<file path="src/rtl/cpu_step_pkg.sv">
// Shared types and defaults for the CPU step controller.
// Imported by the debouncer and by the step controller top level.
package cpu_step_pkg;

    typedef enum logic [1:0] {
        ST_STEP,
        ST_RUN,
        ST_HALT
    } step_state_t;

    localparam int DEBOUNCE_CYCLES_DEF = 1_000_000;
    localparam int CNT_W_DEF           = 16;

endpackage

</file>
<file path="src/rtl/btn_debounce.sv">
// Two-flop synchroniser plus stable-level debouncer for a bouncing button.
// The output changes only after the input has held a new level long enough.
module btn_debounce
    import cpu_step_pkg::*;
#(
    parameter int DEBOUNCE_CYCLES = DEBOUNCE_CYCLES_DEF
) (
    input  logic clk_in,
    input  logic reset,
    input  logic din,
    output logic dout
);

    localparam int CW = $clog2(DEBOUNCE_CYCLES + 1);
    localparam logic [CW-1:0] LIMIT = CW'(DEBOUNCE_CYCLES);

    logic          s1;
    logic          s2;
    logic [CW-1:0] cnt;
    logic [CW-1:0] cnt_nxt;

    assign cnt_nxt = cnt + 1'b1;

    always_ff @(posedge clk_in) begin
        if (reset) begin
            s1   <= 1'b0;
            s2   <= 1'b0;
            cnt  <= '0;
            dout <= 1'b0;
        end else begin
            s1 <= din;
            s2 <= s1;
            if (s2 == dout) begin
                cnt <= '0;
            end else if (cnt_nxt == LIMIT) begin
                // the cycle that completes the count also commits the level
                dout <= s2;
                cnt  <= '0;
            end else begin
                cnt <= cnt_nxt;
            end
        end
    end

endmodule

</file>
<file path="src/rtl/cpu_step_ctrl.sv">
// Turns the slow divider clock or a debounced button into one-cycle cpu_en
// pulses, with run/step selection, sticky halt and a committed-step counter.
module cpu_step_ctrl
    import cpu_step_pkg::*;
#(
    parameter int DEBOUNCE_CYCLES = DEBOUNCE_CYCLES_DEF,
    parameter int CNT_W           = CNT_W_DEF
) (
    input  logic             clk_in,
    input  logic             reset,
    input  logic             slow_clk,
    input  logic             btn_step,
    input  logic             mode_run,
    input  logic             halt_req,
    output logic             cpu_en,
    output logic [CNT_W-1:0] step_count,
    output logic             running,
    output logic             halted
);

    step_state_t state;
    step_state_t state_nxt;

    logic slow_s1;
    logic slow_s2;
    logic slow_prev;
    logic mode_s1;
    logic mode_run_s;
    logic btn_db;
    logic btn_prev;
    logic tick;
    logic step_req;
    logic pulse;

    btn_debounce #(
        .DEBOUNCE_CYCLES(DEBOUNCE_CYCLES)
    ) u_db (
        .clk_in(clk_in),
        .reset (reset),
        .din   (btn_step),
        .dout  (btn_db)
    );

    assign tick     = slow_s2 & ~slow_prev;
    assign step_req = btn_db & ~btn_prev;

    always_ff @(posedge clk_in) begin
        if (reset) begin
            slow_s1    <= 1'b0;
            slow_s2    <= 1'b0;
            slow_prev  <= 1'b0;
            mode_s1    <= 1'b0;
            mode_run_s <= 1'b0;
            btn_prev   <= 1'b0;
        end else begin
            slow_s1    <= slow_clk;
            slow_s2    <= slow_s1;
            slow_prev  <= slow_s2;
            mode_s1    <= mode_run;
            mode_run_s <= mode_s1;
            btn_prev   <= btn_db;
        end
    end

    // halt beats mode change beats pulse; a state change drops the pulse
    always_comb begin
        state_nxt = state;
        pulse     = 1'b0;
        unique case (state)
            ST_STEP: begin
                if (halt_req)        state_nxt = ST_HALT;
                else if (mode_run_s) state_nxt = ST_RUN;
                else if (step_req)   pulse = 1'b1;
            end
            ST_RUN: begin
                if (halt_req)         state_nxt = ST_HALT;
                else if (!mode_run_s) state_nxt = ST_STEP;
                else if (tick)        pulse = 1'b1;
            end
            ST_HALT: state_nxt = ST_HALT;
            default: state_nxt = ST_STEP;
        endcase
    end

    always_ff @(posedge clk_in) begin
        if (reset) begin
            state      <= ST_STEP;
            cpu_en     <= 1'b0;
            step_count <= '0;
        end else begin
            state  <= state_nxt;
            cpu_en <= pulse;
            if (cpu_en) step_count <= step_count + 1'b1;
        end
    end

    assign running = (state == ST_RUN);
    assign halted  = (state == ST_HALT);

endmodule

</file>
<file path="config.mk">
export PLATFORM = sky130hd
export DESIGN_NAME = cpu_step_ctrl
export DESIGN_NICKNAME = d
export VERILOG_FILES = /design/src/rtl/cpu_step_pkg.sv /design/src/rtl/btn_debounce.sv /design/src/rtl/cpu_step_ctrl.sv
export SDC_FILE = /design/constraint.sdc
export NUM_CORES = 1
export LEC_CHECK = 0
export ABC_CLOCK_PERIOD_IN_PS = 2500
export CAP_MARGIN = 20
export CORE_MARGIN = 5
export CORE_UTILIZATION = 55
export CTS_CLUSTER_DIAMETER = 60
export CTS_CLUSTER_SIZE = 28
export DETAILED_ROUTE_END_ITERATION = 16
export GPL_ROUTABILITY_DRIVEN = 0
export MAX_ROUTING_LAYER = met4
export PLACE_DENSITY_LB_ADDON = 0.08
export SLEW_MARGIN = 25
export SYNTH_ARGS = -nofsm -noshare
export SYNTH_HDL_FRONTEND = slang
export SYNTH_SLANG_ARGS = --single-unit
</file>
<file path="constraint.sdc">
create_clock -name clk_in -period 2.5 [get_ports clk_in]
set_input_delay 0.25 -clock clk_in [delete_from_list [all_inputs] [get_ports clk_in]]
set_output_delay 0.25 -clock clk_in [all_outputs]
set_load 0.02 [all_outputs]
</file>
# After elaboration in Yosys (flattened, before gate mapping)
# Index checks and enable logic that the tools add are counted.
dict set report totals {
  register_bits 48
  input_bits 6
  out_inout_bits 19
  elab_cells 42
}
dict set report op_classes {
  addsub 2
  n_eq_ne 6
  n_mux 12
  bitwise_logic 5
  n_reduce_logical 4
}
# cell n
set ops {}
lappend ops {{adder 20 x 1 -> 20 bit, second input constant} 1}
lappend ops {{equality test 20 bit, second input constant} 1}
lappend ops {{adder 16 x 1 -> 16 bit, second input constant} 1}
lappend ops {{two-way mux 2 bit} 4}
lappend ops {{two-way mux 1 bit} 6}
lappend ops {{inequality test 3 bit, second input constant} 2}
lappend ops {{case mux 2 bit (3 select lines)} 1}
lappend ops {{AND reduction 2 bit} 2}
lappend ops {{NOT 1 bit} 3}
lappend ops {{OR reduction 3 bit} 1}
lappend ops {{bitwise AND 1 bit} 2}
lappend ops {{equality test 2 x 1 -> 1 bit, second input constant} 1}
lappend ops {{equality test 2 bit, second input constant} 1}
lappend ops {{logical NOT 2 bit} 1}
lappend ops {{case mux 1 bit (2 select lines)} 1}
lappend ops {{equality test 1 bit} 1}

# Logic depth before layout (Yosys ltp)
# Gate-level depths: netlist of the first run.
dict set report logic_depth {
  word_depth 6
  depth_mapped 8
}

# Hierarchy
# Synthesis of the first run repeated with hierarchy kept, for this count alone.
dict set report unflattened {
  cells_unflattened 252
  hier_area_um2 2372.3
}
# module n_inst cells_each area_per_inst_um2
set modules_own_cells {}
lappend modules_own_cells {btn_debounce 1 140 1291.2}
lappend modules_own_cells {cpu_step_ctrl 1 112 1081.0}

# Worst setup path after synthesis of the first run
# Ideal clock, no wire load.
dict set report synth_timing {
  kind {flip-flop to flip-flop}
  start {register u_db.cnt[0]}
  end {register u_db.dout}
  setup_ns 0.123
  arrival_ns 2.020
  t_required_ns 2.377
  setup_slack_ns 0.356
  stages_incl_launch_ff 9
  n_path_buf 1
  cell_sequence {dfxtp_1 > ha_1 > clkbuf_1 > nand4_1 > o311a_1 > nor3_1 > nand3_2 > nor4_2 > mux2_1}
}
dict set report synth_between {
  elab_chain_cells 3
}
# element line
set synth_lines {}
lappend synth_lines {{start, declared} btn_debounce.sv:19} ;# logic [CW-1:0] cnt;
lappend synth_lines {{start signal, assigned} btn_debounce.sv:40} ;# cnt <= cnt_nxt;
lappend synth_lines {{adder 20 x 1 -> 20 bit} btn_debounce.sv:22} ;# assign cnt_nxt = cnt + 1'b1;
lappend synth_lines {{equality test 20 bit} btn_debounce.sv:35} ;# end else if (cnt_nxt == LIMIT) begin
lappend synth_lines {{AND reduction 2 bit (no line)} n/a}
lappend synth_lines {{end signal, assigned} btn_debounce.sv:29} ;# dout <= 1'b0;
lappend synth_lines {{end signal, assigned} btn_debounce.sv:37} ;# dout <= s2;
lappend synth_lines {{end, declared} btn_debounce.sv:11} ;# output logic dout
# No other way between the ends.
# A chain may end at the register's enable or synchronous reset.

# Worst setup path in the final report of the first run
dict set report layout_timing {
  start {register u_db.cnt[0]}
  end {register u_db.cnt[6]}
}
dict set report layout_between {
  elab_chain_cells 3
}
# element line
set layout_lines {}
lappend layout_lines {{adder 20 x 1 -> 20 bit (*)} btn_debounce.sv:22}
lappend layout_lines {{equality test 20 bit} btn_debounce.sv:35}
lappend layout_lines {{OR reduction 3 bit (no line)} n/a}
# Mark *: on every way between the ends. The rest lies on a longest branch, timed or not.

==> flow_metrics.tcl, run 1 <==
set metrics [dict create \
    grt_pass1_vias 1551 \
    power.share.clock 0.363 \
    largestRegisters "u_db.cnt (20), step_count (16), state (2)" \
    fmax_mhz 443 \
    path_max_fanout 8 \
    top_level_ports 25 \
    min_from "u_db.s1$_SDFF_PP0_" \
    final_common_cell "dfxtp_1" \
    viasPerCell 5.26 \
    dr.pass1.iters 4 \
    crit_slowest_cell "o41ai_4" \
    most-common-layout-cells "dfxtp_1, nor2_1, clkdlybuf4s50_1" \
    synth_top_family_by_area "simple AND/OR/NAND/NOR gates" \
    powerDensity_nw_per_um2 497 \
    ys_types 44 \
    swShare 0.202 \
    slew_viol_final 0 \
    synth_area_leaders "dfxtp_1, xor2_1, nor2_1" \
    layout-drive-gt1-share 0.0752 \
    synth_compound_area_frac 0.0694 \
    synth_simple_gate_area_frac 0.307 \
    ys_warn_count 0 \
    numCtsBuffers 5 \
    final_nets 274 \
    seqPwrFrac 0.610 \
    routedWlPerCell_um 12.1 \
    grt_start_max_net_pins 29 \
    vias 1663 \
    synth_flop_cell "dfxtp_1" \
    grtUsageTotal 0.169 \
    nFillCells 336 \
    die_w_um 73.2 \
    drtAntennaViolNets 0 \
    dp_hpwl_um 2770 \
    grt_pass1_wl_um 6980 \
    ir_worst_vdd_mv 0.391 \
    finalClockSkew_ps 7.30 \
    clockBufferDepth 2 \
    synth-xor-area-share 0.127 \
    pre_cts_slack_ps 183 \
    cp_data_required_time_ps 2670 \
    synth_edf_count 0 \
    synth_area_per_cell_um2 9.05 \
    start_util 0.558 \
    crit_chain "ha_2, nand3_1, or2_1, o211ai_1, nand3_2, o41ai_4, nor2_1" \
    maxCapViolCount 0 \
    muxShareOfSynthArea 0.00967 \
    clkSinkCount 48 \
    antenna_cells 0 \
    timing.final.ws_setup_ps 241 \
    portBuffers 24 \
    fin_crit_sh 0.904 \
    criticalPathCategory "register to register" \
    ys_seq_elements 48 \
    syn_inst 243 \
    ys_seq_area_frac 0.437 \
    coreArea_um2 3940 \
    worstMarginPinSlew_ps 521 \
    critPathArrivalTime_ps 2430 \
    drc 0 \
    insertion_delay_ps 300 \
    leakage_nw 0.855 \
    setup_violations 0 \
    wl_um 3830 \
    synthAdderAreaFrac 0.0171 \
    crit_buf_inv 0 \
    fin_crit_ps 2260 \
    path_delay_family "compound AO/OA/AOI/OAI gates" \
    largest_reg_flops 20 \
    maxSlewHeadroom 0.650 \
    drt_iter0_markers 82 \
    area_growth_pct 16.3 \
    rsz0062_at_grt "false" \
    antenna_found_initial 0 \
    end_kind "register" \
    htreeDepth 2 \
    hold_class "register to register" \
    yosysTopAreaCell "dfxtp_1" \
    die_y_um 73.2 \
    clk_pin_slew_worst_paths_ps 80 \
    critPathLaunch "u_db.cnt[0]$_SDFF_PP0_" \
    overflow 0 \
    setup_tns_ps 0 \
    row_count 23 \
    synth_area_um2 2200 \
    internal_power_mw 1.01 \
    die-area_um2 5360 \
    hold_buffers 0 \
    synth_top_area_frac 0.437 \
    comb_power_share 0.027 \
    slowest_delay_ps 490 \
    reg2reg_from "u_db.cnt[0]$_SDFF_PP0_" \
    regMostFlops "u_db.cnt" \
    syn_nets 252 \
    synth-async-reset-ratio 0 \
    p_sw_mw 0.256 \
    finalHoldViolCount 0 \
    cts_tree "done" \
    clock-root-buffer "clkbuf_8" \
    status "complete, no violations" \
    critPathLaunchType "register" \
]
==> per-stage QoR <==
| stage | area, µm² | utilization | instances | total power [mW] | hold WS, ps |
|---|---|---|---|---|---|
| after detailed placement | 2460 | 0.625 | 308 | 0.828 | 430 |
| after floorplan | 2200 | - | 243 | 0.811 | 329 |
| final | 2560 | 0.649 | 316 | 1.27 | 446 |
| after CTS | 2550 | 0.648 | 316 | 1.30 | 455 |
| after global placement | 2460 | 0.625 | 308 | 0.828 | 419 |
| after global routing | 2560 | 0.649 | 316 | 1.32 | 472 |
==> layer usage <==
| metal | vias up | track usage | part of all wire |
|---|---|---|---|
| met4 | 0 | 0.0799 | 0.019 |
| met5 | - | - | 0 |
| met3 | 5 | 0.0331 | 0.034 |
| met1 | 765 | 0.226 | 0.49 |
| met2 | 19 | 0.245 | 0.45 |
| li1 | 874 | - | - |
==> synthesized netlist by cell type, drive strengths merged (6+ instances only) <==
cell type	n
nor2	36
buf	7
nand4	9
nand2	16
xnor2	12
nor3	7
or3	6
dfxtp	48
xor2	20
o21ai	6
nor2b	14
nand3	14
==> cell type report <==
type | instances | area, µm² | share of cell area
multi-input combinational | 180 | 1170 | 0.457
sequential | 48 | 961 | 0.376
timing repair buffer | 27 | 263 | 0.103
clock buffer | 8 | 90.1 | 0.0352
tap | 50 | 62.6 | 0.0245
inverter | 3 | 11.3 | 0.00440
==> cell families (layout without fill, tap and decap cells) <==
logic type / count (synthesis) / count (layout)
buffers and inverters: 15 / 38
AO/OA/AOI/OAI: 21 / 21
flip-flops: 48 / 48
adder cells (fa/ha/maj): 3 / 3
XOR/XNOR: 32 / 32
multiplexers: 2 / 2
AND/OR/NAND/NOR: 122 / 122
==> timing repair <==
item | in CTS | in global routing
gates resized for setup | 0 | 1
setup buffers | 0 | 0
endpoints found under the setup margin | 0 | 9
==> worst paths after layout <==
check	slack [ps]	to	depth (start not counted)
hold / removal	450	u_db.s2$_SDFF_PP0_	1
setup reg to reg	240	u_db.cnt[6]$_SDFF_PP0_	7
hold reg to reg	450	u_db.s2$_SDFF_PP0_	1
setup / recovery	240	u_db.cnt[6]$_SDFF_PP0_	7
==> power groups by stage <==
| stage | logic (mW) | clock network (mW) | registers, mW |
|---|---|---|---|
| after floorplan | 0.0197 | 0 | 0.792 |
| after global placement | 0.0349 | 0 | 0.793 |
| after detailed placement | 0.0351 | 0 | 0.793 |
| after CTS | 0.0353 | 0.486 | 0.775 |
| after global routing | 0.0384 | 0.508 | 0.776 |
| final | 0.0347 | 0.461 | 0.775 |
Note: power is estimated with default switching activity, not from simulation.
==> run 2, diff against run 1 <==
Settings changed: GPL_TIMING_DRIVEN set to 0.
==> run 2 against run 1 <==
  * Worst setup slack gained 2.5 ps
  * Utilization grew 1.1 points
  * Worst hold slack lost 1.0 ps
  * Die area is the same
  * Clock skew shrank 3.0 ps
  * Register-to-register slack is essentially flat
  * Critical path type unchanged
  * Highest routed layer unchanged
==> flow_metrics.tcl, run 2 (same netlist as run 1, synthesis figures left out) <==
set metrics [dict create \
    grt_pass1_vias 1659 \
    crit_slowest_cell "dfxtp_1" \
    slowest_delay_ps 420 \
    whs_path_depth 1 \
    drc 0 \
    final_common_cell "dfxtp_1" \
    critPathArrivalTime_ps 2440 \
    drt_iter0_markers 87 \
    antenna_cells 0 \
    die_y_um 73.2 \
    finalClockSkew_ps 4.30 \
    routedWlPerCell_um 12.5 \
    cp_data_required_time_ps 2680 \
    setup_violations 0 \
    viasPerCell 5.39 \
    ir_worst_vdd_mv 0.378 \
    portBuffers 24 \
    r2r-end "u_db.dout$_SDFFE_PP0P_" \
    fin_crit_sh 0.903 \
    htreeDepth 2 \
    area_growth_pct 18.2 \
    end_kind "register" \
    path_delay_family "simple AND/OR/NAND/NOR gates" \
    vias 1746 \
    drtAntennaViolNets 0 \
    cts_tree "done" \
    cts_setup_buffers 0 \
    dp_hpwl_um 2920 \
    reg2reg_depth 8 \
    clockBufferDepth 2 \
    antenna_found_initial 0 \
    grt_pass1_wl_um 7300 \
    layout-drive-gt1-share 0.0876 \
    setup_tns_ps 0 \
    overflow 0 \
    insertion_delay_ps 290 \
    holdPathEnd "u_db.s2$_SDFF_PP0_" \
    clock-root-buffer "clkbuf_8" \
    grt_start_max_net_pins 14 \
    die-area_um2 5360 \
    die_w_um 73.2 \
    regToRegSetupSlack_ps 240 \
    min_from "u_db.s1$_SDFF_PP0_" \
    status "complete, no violations" \
    clkSinkCount 48 \
    hold_class "register to register" \
    leakage_nw 0.888 \
    largest_reg_flops 20 \
    path_max_fanout 6 \
    slew_viol_final 0 \
    coreArea_um2 3940 \
    maxCapViolCount 0 \
    start_util 0.558 \
    dp.cells 317 \
    crit_chain "ha_1, nand3_1, or2_1, buf_2, o211ai_1, nand3_2, nor4_2, mux2_1" \
    rsz0062_at_grt "false" \
    nFillCells 329 \
    whs_ps 445 \
    fmax_mhz 443 \
    maxSlewHeadroom 0.646 \
    powerDensity_nw_per_um2 500 \
    fin_crit_ps 2260 \
    reg2reg_from "u_db.cnt[0]$_SDFF_PP0_" \
    clk_pin_slew_worst_paths_ps 80 \
    p_total_mw 1.30 \
    wl_um 4040 \
    largestRegisters "u_db.cnt (20), step_count (16), state (2)" \
    critPathLaunchType "register" \
    finalHoldViolCount 0 \
    most-common-layout-cells "dfxtp_1, nor2_1, clkdlybuf4s50_1" \
    regMostFlops "u_db.cnt" \
    crit_buf_inv 1 \
    criticalPathCategory "register to register" \
    top_level_ports 25 \
    numCtsBuffers 5 \
    row_count 23 \
    dr.pass1.iters 4 \
    final_nets 283 \
    grtUsageTotal 0.175 \
    final_cell_count_no_fill 324 \
    worstMarginPinSlew_ps 527 \
]
[run 2: cell count changes in the layout (fill, tap and decap cells not counted), sizes merged]
cell | before | now
buf | 3 | 7
clkbuf | 8 | 12
[run 2: worst max path at each step]
stage | from | cells after the start | slack, ps | endpoint
finish | u_db.cnt[0]$_SDFF_PP0_ | 8 | 240 | u_db.dout$_SDFFE_PP0P_
global route | u_db.cnt[0]$_SDFF_PP0_ | 8 | 20 | u_db.dout$_SDFFE_PP0P_
CTS | u_db.cnt[0]$_SDFF_PP0_ | 8 | 20 | u_db.cnt[16]$_SDFF_PP0_
detailed placement | u_db.cnt[0]$_SDFF_PP0_ | 8 | 40 | u_db.cnt[6]$_SDFF_PP0_
global placement | u_db.cnt[0]$_SDFF_PP0_ | 8 | 50 | u_db.cnt[9]$_SDFF_PP0_
floorplan | u_db.cnt[0]$_SDFF_PP0_ | 8 | 360 | u_db.dout$_SDFFE_PP0P_
[run 2: power by group]
group / total, mW / leakage (nW) / internal [mW] / switching (mW)
sequential: 0.775 / 0.388 / 0.771 / 0.00406
clock: 0.490 / 0.0503 / 0.247 / 0.243
combinational: 0.0348 / 0.449 / 0.0179 / 0.0169
total: 1.30 / 0.888 / 1.04 / 0.264
[run 2: worst reg2reg max path, stage by stage (launching register included)]
cell and delay [ps]:
dfxtp_1 420, ha_1 200, nand3_1 110, or2_1 230
buf_2 160, o211ai_1 270, nand3_2 160, nor4_2 250
mux2_1 350
[run 2: final cells by class]
| class | count | area (µm²) | share of cell area |
|---|---|---|---|
| clock buffer | 7 | 96.3 | 0.0371 |
| multi-input combinational | 180 | 1170 | 0.449 |
| tap | 50 | 62.6 | 0.0241 |
| buffer | 12 | 61.3 | 0.0236 |
| timing repair buffer | 24 | 240 | 0.0924 |
| sequential | 48 | 961 | 0.370 |
| inverter | 3 | 11.3 | 0.00433 |
[run 2: per-stage QoR]
stage | util | area (µm²) | setup WS, ps
after floorplan | - | 2200 | 356
after global placement | 0.635 | 2500 | 54.9
after detailed placement | 0.635 | 2500 | 43.8
after CTS | 0.659 | 2600 | 16.2
after global routing | 0.659 | 2600 | 22.6
final | 0.659 | 2600 | 244
[run 2: metal layers]
metal | track usage | part of all wire | up-vias
li1 | - | - | 891
met1 | 0.220 | 0.48 | 806
met2 | 0.268 | 0.45 | 42
met3 | 0.0331 | 0.055 | 7
met4 | 0.0861 | 0.019 | 0
met5 | - | 0 | -
[run 2: what timing repair did]
action                                  CTS  global route
resized for setup                         0             2
hold buffers                              0             0
endpoints found under the setup margin    0             8
